==> config.mk <==
export PLATFORM = sky130hd
export DESIGN_NAME = counter_mux7seg_n
export DESIGN_NICKNAME = d
export VERILOG_FILES = /design/src/rtl/counter_mux7seg_pkg.sv /design/src/rtl/mux7seg_scan.sv /design/src/rtl/counter_mux7seg_n.sv
export SDC_FILE = /design/constraint.sdc
export NUM_CORES = 1
export LEC_CHECK = 0
export CAP_MARGIN = 15
export CORE_UTILIZATION = 55
export CTS_CLUSTER_DIAMETER = 150
export DETAILED_ROUTE_END_ITERATION = 8
export PLACE_DENSITY = 0.86
export SLEW_MARGIN = 5
export SYNTH_ARGS = -nofsm -noshare
export SYNTH_HDL_FRONTEND = slang
export SYNTH_HIERARCHICAL = 1
export SYNTH_SLANG_ARGS = --single-unit
export TNS_END_PERCENT = 1
==> constraint.sdc <==
create_clock -name CLK -period 3.1 [get_ports CLK]
set_clock_uncertainty 0.2 [all_clocks]
set_input_delay 0.62 -clock CLK [delete_from_list [all_inputs] [get_ports CLK]]
set_output_delay 0.62 -clock CLK [all_outputs]
set_load 0.02 [all_outputs]
==> src/rtl/counter_mux7seg_pkg.sv <==
// Shared types and the 7-segment decoder for the multiplexed N-digit counter.
// Pure definitions: no timing or flow control of its own.
// Included by every counter_mux7seg file.
package counter_mux7seg_pkg;

    typedef enum logic [1:0] {
        OP_HOLD = 2'b00,
        OP_LOAD = 2'b01,
        OP_UP   = 2'b10,
        OP_DOWN = 2'b11
    } op_e;

    localparam logic [7:0] SEG_BLANK = 8'hFF;
    localparam logic [7:0] SEG_ZERO  = 8'hC0;

    // Active-high {g,f,e,d,c,b,a}; callers invert for the common-anode pins.
    function automatic logic [6:0] seg_decode(input logic [3:0] i_dig);
        logic [6:0] w_seg;
        case (i_dig)
            4'h0:    w_seg = 7'h3F;
            4'h1:    w_seg = 7'h06;
            4'h2:    w_seg = 7'h5B;
            4'h3:    w_seg = 7'h4F;
            4'h4:    w_seg = 7'h66;
            4'h5:    w_seg = 7'h6D;
            4'h6:    w_seg = 7'h7D;
            4'h7:    w_seg = 7'h07;
            4'h8:    w_seg = 7'h7F;
            4'h9:    w_seg = 7'h6F;
            4'hA:    w_seg = 7'h77;
            4'hB:    w_seg = 7'h7C;
            4'hC:    w_seg = 7'h39;
            4'hD:    w_seg = 7'h5E;
            4'hE:    w_seg = 7'h79;
            default: w_seg = 7'h71;
        endcase
        return w_seg;
    endfunction

endpackage

==> src/rtl/mux7seg_scan.sv <==
// Digit scanner: rotates the active anode and drives the decoded segments (LEADING_ZERO_BLANK_EN blanks leading zeros).
// Latency: AN/SEG are registered, one cycle behind the digit index and the count.
// Backpressure: none, free-running display path.
module mux7seg_scan
    import counter_mux7seg_pkg::*;
#(
    parameter int NDIGITS  = 4,
    parameter int SCAN_PER = 50000
) (
    input  logic                   i_clk,
    input  logic                   i_rst_n,
    input  logic [4*NDIGITS-1:0]   i_q,
    output logic [NDIGITS-1:0]     o_an,
    output logic [7:0]             o_seg
);

    localparam int                 SW        = $clog2(SCAN_PER);
    localparam logic [SW-1:0]      SCAN_LAST = SW'(SCAN_PER - 1);
    localparam int                 IW        = (NDIGITS > 1) ? $clog2(NDIGITS) : 1;
    localparam logic [IW-1:0]      IDX_LAST  = IW'(NDIGITS - 1);
    localparam logic [NDIGITS-1:0] AN_ONE    = NDIGITS'(1);

    logic [SW-1:0]      r_scan_cnt;
    logic [IW-1:0]      r_idx;
    logic [NDIGITS-1:0] r_an;
    logic [7:0]         r_seg;
    logic               w_scan;
    logic [3:0]         w_dig;
    logic               w_lead_zero;
    logic               w_higher_zero;
    logic               w_blank_en;

`ifdef LEADING_ZERO_BLANK_EN
    assign w_blank_en = 1'b1;
`else
    assign w_blank_en = 1'b0;
`endif

    assign w_scan = (r_scan_cnt == SCAN_LAST);

    always_ff @(posedge i_clk or negedge i_rst_n) begin
        if (!i_rst_n) begin
            r_scan_cnt <= '0;
            r_idx      <= '0;
        end else begin
            if (w_scan) begin
                r_scan_cnt <= '0;
                r_idx      <= (r_idx == IDX_LAST) ? '0 : r_idx + 1'b1;
            end else begin
                r_scan_cnt <= r_scan_cnt + 1'b1;
            end
        end
    end

    // Walk from the top digit down so each digit knows whether everything above it is zero.
    always_comb begin
        w_dig         = 4'd0;
        w_lead_zero   = 1'b0;
        w_higher_zero = 1'b1;
        for (int i = NDIGITS - 1; i >= 0; i--) begin
            if (r_idx == IW'(i)) begin
                w_dig       = i_q[4*i +: 4];
                w_lead_zero = w_higher_zero && (i_q[4*i +: 4] == 4'd0) && (i != 0);
            end
            w_higher_zero = w_higher_zero && (i_q[4*i +: 4] == 4'd0);
        end
    end

    always_ff @(posedge i_clk or negedge i_rst_n) begin
        if (!i_rst_n) begin
            r_an  <= ~AN_ONE;
            r_seg <= SEG_ZERO;
        end else begin
            r_an  <= ~(AN_ONE << r_idx);
            r_seg <= (w_blank_en && w_lead_zero) ? SEG_BLANK : {1'b1, ~seg_decode(w_dig)};
        end
    end

    assign o_an  = r_an;
    assign o_seg = r_seg;

endmodule

==> src/rtl/counter_mux7seg_n.sv <==
// N-digit hex/BCD up/down/load counter with a time-multiplexed common-anode 7-segment display.
// Latency: Q/TC update on the tick edge; AN/SEG follow one cycle later.
// Backpressure: none; inputs are sampled only on tick edges.
module counter_mux7seg_n
    import counter_mux7seg_pkg::*;
#(
    parameter int FPGAFREQ  = 50_000_000,
    parameter int COUNTFREQ = 1,
    parameter int SCANFREQ  = 1000,
    parameter int NDIGITS   = 4,
    parameter int DECIMAL   = 0
) (
    input  logic                 CLK,
    input  logic                 RST,
    input  logic                 EN,
    input  logic [1:0]           S,
    input  logic [4*NDIGITS-1:0] D,
    output logic [4*NDIGITS-1:0] Q,
    output logic                 TC,
    output logic [NDIGITS-1:0]   AN,
    output logic [7:0]           SEG
);

    localparam int            TICK_PER  = FPGAFREQ / COUNTFREQ;
    localparam int            TW        = $clog2(TICK_PER);
    localparam logic [TW-1:0] TICK_LAST = TW'(TICK_PER - 1);
    localparam logic [3:0]    DIG_MAX   = (DECIMAL != 0) ? 4'd9 : 4'hF;

    logic [TW-1:0]        r_tick_cnt;
    logic [4*NDIGITS-1:0] r_q;
    logic                 r_tc;
    logic                 w_tick;
    op_e                  w_op;
    logic [4*NDIGITS-1:0] w_q_up;
    logic [4*NDIGITS-1:0] w_q_dn;
    logic [4*NDIGITS-1:0] w_q_ld;
    logic                 w_carry;
    logic                 w_borrow;

    assign w_tick = (r_tick_cnt == TICK_LAST);
    assign w_op   = op_e'(S);

    always_ff @(posedge CLK or negedge RST) begin
        if (!RST) begin
            r_tick_cnt <= '0;
        end else if (w_tick) begin
            r_tick_cnt <= '0;
        end else begin
            r_tick_cnt <= r_tick_cnt + 1'b1;
        end
    end

    // Ripple carry/borrow; a carry or borrow surviving the top digit is the wrap.
    always_comb begin
        w_q_up   = r_q;
        w_q_dn   = r_q;
        w_q_ld   = D;
        w_carry  = 1'b1;
        w_borrow = 1'b1;
        for (int i = 0; i < NDIGITS; i++) begin
            if (w_carry) begin
                if (r_q[4*i +: 4] >= DIG_MAX) begin
                    w_q_up[4*i +: 4] = 4'd0;
                end else begin
                    w_q_up[4*i +: 4] = r_q[4*i +: 4] + 4'd1;
                    w_carry          = 1'b0;
                end
            end
            if (w_borrow) begin
                if (r_q[4*i +: 4] == 4'd0) begin
                    w_q_dn[4*i +: 4] = DIG_MAX;
                end else begin
                    w_q_dn[4*i +: 4] = r_q[4*i +: 4] - 4'd1;
                    w_borrow         = 1'b0;
                end
            end
            if ((DECIMAL != 0) && (D[4*i +: 4] > 4'd9)) begin
                w_q_ld[4*i +: 4] = 4'd9;
            end
        end
    end

    always_ff @(posedge CLK or negedge RST) begin
        if (!RST) begin
            r_q  <= '0;
            r_tc <= 1'b0;
        end else begin
            r_tc <= 1'b0;
            if (w_tick && EN) begin
                case (w_op)
                    OP_LOAD: r_q <= w_q_ld;
                    OP_UP: begin
                        r_q  <= w_q_up;
                        r_tc <= w_carry;
                    end
                    OP_DOWN: begin
                        r_q  <= w_q_dn;
                        r_tc <= w_borrow;
                    end
                    default: r_q <= r_q;
                endcase
            end
        end
    end

    mux7seg_scan #(
        .NDIGITS  (NDIGITS),
        .SCAN_PER (FPGAFREQ / SCANFREQ)
    ) u_scan (
        .i_clk   (CLK),
        .i_rst_n (RST),
        .i_q     (r_q),
        .o_an    (AN),
        .o_seg   (SEG)
    );

    assign Q  = r_q;
    assign TC = r_tc;

endmodule

# After elaboration in Yosys (flattened, before gate mapping)
# Memories as Yosys holds them, arrays and structs flattened.
# Cells that the tools add are included.
# word_totals
rom_bits	112
word_cells	92
inputBits	21
memories	1
output_inout_bits	29
regBits	72
# mem_list
memory	depth	width	rd	rd_clocked_by_memory_dff	wr	line	rtl
(name not given)	16	7	1	0	0	counter_mux7seg_pkg.sv:19	case (i_dig)
# op_classes
n_mux	38
bitwise	2
n_eq_ne	14
order_cmp	4
n_reduce_logical	11
shift	1
addsub	11
# ops
op	count
$mux 4	18
$pmux 16 s3	1
$add 26x1->26 const B	1
$eq 26x26->1 const B	1
$mux 26	1
$add 16x1->16 const B	1
$add 4x1->4 const B	4
$eq 16x16->1 const B	1
$ge 4x4->1 const B	4
$logic_not 4->1	4
$mux 16	1
$sub 4x1->4 const B	4
$mux 1	15
$ne 2x1->1 const B	6
$reduce_and 4->1	3
$eq 2x2->1 const B	4
$not 7->7	1
$eq 2x1->1 const B	2
$not 4->4	1
$shl 1x2->4 const A	1
$reduce_bool 3->1	1
$add 2x1->2 const B	1
$logic_not 2->1	1
$mux 2	1
3 further kinds	3

# Longest topological paths before layout
# depth
word_depth	7
ltp_mapped	10
ltp_nobuf	9

# Hierarchy
# Netlist, hierarchy kept.
# modules_own_cells
mod	area_each_um2	cells_each	n_inst
counter_mux7seg_n	2835.2	319	1
mux7seg_scan	1669.1	152	1

# Worst setup path before layout
# No wires, ideal clock.
# synth_path
path_kind	reg-to-reg
from	register r_q[0], in the netlist Q[0]
to	register r_q[12], in the netlist Q[12]
stages_incl_launch_ff	8
n_path_buf	0
setup_slack_ns	0.423
setup_time_ns	0.125
t_arrival_ns	2.352
cell_sequence	dfrtp_1 > inv_1 > ha_1 > or3b_4 > or4b_4 > o211ai_4 > nand3_4 > mux2_4
# synth_via
elab_chain_cells	6
elab_cells_between_ends	11
classes_between	1 x order compare; 2 x eq/ne; 6 x mux; 2 x reduce/logical
# synth_lines
element	line	rtl
from (decl)	counter_mux7seg_n.sv:30	logic [4*NDIGITS-1:0] r_q;
from (signal assigned)	counter_mux7seg_n.sv:91	OP_LOAD: r_q <= w_q_ld;
from (signal assigned)	counter_mux7seg_n.sv:93	r_q <= w_q_up;
from (signal assigned)	counter_mux7seg_n.sv:97	r_q <= w_q_dn;
$ge 4x4->1 or $logic_not 4->1 (tied branches)	--	
$mux 1 (on tied branches)	counter_mux7seg_n.sv:62, counter_mux7seg_n.sv:70	
$mux 1 (on tied branches) (2 in a row)	counter_mux7seg_n.sv:61, counter_mux7seg_n.sv:69	
$ne 2x1->1 (no source line)	--	
$reduce_and 4->1 (no source line) (*)	--	
# Every way passes the cells marked *; elsewhere a longest branch is shown, timed or not.
# A chain may end at the register's enable or synchronous reset.

# Worst setup path after layout
# layout_path
from	register u_scan.r_idx[0]
to	register u_scan.r_seg[6], in the netlist u_scan/o_seg[6]
# layout_via
elab_chain_cells	7
elab_cells_between_ends	10
classes_between	3 x eq/ne; 4 x mux; 1 x bitwise; 1 x reduce/logical; 1 x memory
# layout_lines
element	line	rtl
from (decl)	mux7seg_scan.sv:24	logic [IW-1:0] r_idx;
from (signal assigned)	mux7seg_scan.sv:48	r_idx <= (r_idx == IDX_LAST) ? '0 : r_idx + 1'b1;
$eq 2x2->1	mux7seg_scan.sv:61	if (r_idx == IW'(i)) begin
$mux 4 (3 in a row)	mux7seg_scan.sv:61	
$mux 4 (*)	mux7seg_scan.sv:61	
$mem_v2 16x7 (*)	--	
$not 7->7 (*)	mux7seg_scan.sv:75	r_seg <= (w_blank_en && w_lead_zero) ? SEG_BLANK : {1'b1, ~seg_decode(w_dig)};
to (signal assigned)	mux7seg_scan.sv:75	
to (decl)	mux7seg_scan.sv:26	logic [7:0] r_seg;
# Marked as above.

==> flow_summary.ini <==
[logic_synthesis]
ys_async_sr_fraction_pct = 100
synth_warnings = 6
synth-edff-count = 0
synth_top_cell_by_area = dfrtp_1
syn_nets = 513
seq_area_frac_synth_pct = 40.1
postSynthCellCount = 471
synthTopCellsByArea = dfrtp_1 38%, ha_1 5.8%, xnor2_1 4.9%
synth_top_area_share_pct = 37.8
synth_area_um2 = 4500
ys_seq_elements = 72
syn_avg_cell_area_um2 = 9.56
synth.distinct_cells = 77
synthFlopType = dfrtp_1

[floorplanning]
die-height_um = 92.5
initial_utilization_pct = 57.7
die_area_um2 = 8560
core_um2 = 7810
boundaryPins = 50
die_w_um = 92.5
num_rows = 32

[sta]
setup_viol = 0
finalCriticalPeriod_ns = 2.83
slew_viol_final = 0
fmax_mhz = 354
finalCritPeriodShare_pct = 91.2
slew_headroom_pct = 46.8
setup_tns_ns = 0
hold_viol_final = 0
rsz0062_at_grt = no
worst_pin_slew_ns = 0.791

[critical_path]
rr_worst_depth = 8
worstReg2RegEnd = u_scan/o_seg[6]
r2r-start = u_scan/r_idx[0]
crit_type = flop to flop
cp_max_fo = 11
start_kind = flop
arrival_ns = 2.91
end_kind = flop
ff2ff_setup_slack_ns = 0.27
cp.required_ns = 3.18

[clock_tree]
insertion_delay_ns = 0.35
root_buffer = clkbuf_8
cts_buffers = 9
ctsHoldBuffers = 0
clk_path_buf_depth = 2
cts_tree = built
post-cts-setup-buffer-count = 0
cts_resized = 0
clk_pin_slew_worst_paths_ns = 0.08
clock-sinks = 72
htree_levels = 3

[pwr]
p_leak_nw = 2.26
peakVddDrop_v = 0.000206
total_power_mw = 1.83
powerDensity_nw_per_um2 = 346

[drt]
ant_nets = 0
drt_iter0_drc = 311
wl_per_cell_um = 16.5
dr_total_vias = 3836
first_pass_iters = 5
via_per_inst = 6.09
remaining_drc_errors = 0
wirelength_mm = 10.4

[layout]
area_delta_synth_final_pct = 17.6
fillers = 582
multi_input_area_um2 = 2470
layout_common_cells = 68 x dfrtp_1, 47 x clkdlybuf4s50_1, 39 x nor2_1
diodes = 0
drive_above_1_share_pct = 10.0
finalNetCount = 565
fin_cells = 630
fin_area_um2 = 5300
seq_area_um2 = 1810
final_util_pct = 67.8
final_common_cell = dfrtp_1

[run_status]
run_status = complete, no violations

[placement]
dpl_cell_area_um2 = 5080
place.detailed.hpwl_mm = 7.38
gp_congestion = 0.936
portBuffers = 48
placed_cells = 614

[job]
drv_cap = 0

[global_routing]
antenna_found_initial = 0
grtUsageTotal_pct = 25.9
grt_max_degree = 44
grt_pass1_wl_mm = 17.6
grt_pass1_vias = 3791
grt.overflow.total = 0

[worst_hold_path]
hold_class = input pin to asynchronous set/reset pin
-- Yosys cell counts (all sizes together), types with 2 or more instances --
master,count
dfrtp,68
nor2,39
nand2,33
inv,31
nand3,28
xnor2,25
ha,21
a21oi,19
o21ai,18
xor2,15
nor3,13
mux2i,12
and3,10
buf,10
nand4,10
a211oi,9
nor2b,9
clkbuf,7
nor4,7
a31oi,6
nand3b,5
o21bai,5
a21o,4
dfstp,4
mux2,4
nor3b,4
nor4b,4
or4,4
and4,3
o211ai,3
or4b,3
a22o,2
a41oi,2
and2,2
and2b,2
nand2b,2
nand4b,2
nor4bb,2
o22a,2
o311ai,2
or3,2
-- cell type report --
class	instances	share of cell area, %
Multi-Input combinational cell	351	46.6
Sequential cell	72	34.1
Timing Repair Buffer	58	10.6
Clock buffer	11	2.86
Tap cell	102	2.41
Inverter	31	2.20
Clock inverter	5	1.20
-- worst max-delay path by stage --
stage               slack, ns       startpoint  cells after the start              end
floorplan                0.42             Q[0]                      7            Q[12]
global placement         0.35             Q[0]                      7            Q[12]
detailed placement       0.29               EN                      6            Q[10]
CTS                      0.27  u_scan/r_idx[0]                      8  u_scan/o_seg[6]
global route             0.07  u_scan/r_idx[0]                      8  u_scan/o_seg[6]
finish                   0.27  u_scan/r_idx[0]                      8  u_scan/o_seg[6]
-- report_power, final --
| part | leakage (nW) | switching (mW) | total, mW | internal [mW] |
|---|---|---|---|---|
| Clock | 0.106 | 0.376 | 0.797 | 0.421 |
| Combinational | 1.21 | 0.0540 | 0.0959 | 0.0419 |
| Sequential | 0.948 | 0 | 0.939 | 0.939 |
-- logic make-up after synthesis --
family	synth area share (%)
flops	40.1
other cells	0.0833
mux	3.75
simple gates	23.7
xor+xnor	7.78
buf+inv	5.11
compound gates	13.7
fa+ha+maj	5.83
-- layer usage --
layer	global-route usage [%]	vias to the layer above	routed length [um]
met3	4.84	32	699
met4	11.8	0	253
met1	32.6	1864	4280
met5	0	-	0
li1	-	1775	-
met2	43.1	165	5150
-- registers in the layout, indices dropped and copies added (netlist names) --
signal	count
r_tick_cnt	26
u_scan/r_scan_cnt	16
Q	16
TC	1
u_scan/o_an	4
u_scan/o_seg	7
u_scan/r_idx	2
-- metrics by stage --
| step | hold slack, ns | worst slack (ns) |
|---|---|---|
| after CTS | 0.110 | 0.273 |
| after global routing | 0.145 | 0.0711 |
| after detailed placement | 0.263 | 0.286 |
| final | 0.101 | 0.273 |
| after floorplan | 0.124 | 0.423 |
| after global placement | 0.256 | 0.351 |
-- critical path, stage by stage (launching register included) --
cell      delay (ns)
dfrtp_1         0.41
inv_1           0.13
ha_1            0.40
a211oi_1        0.10
a211oi_1        0.60
inv_1           0.22
ha_1            0.27
mux2_2          0.26
a22o_1          0.17
No activity file was read; power rests on OpenSTA's default activity.
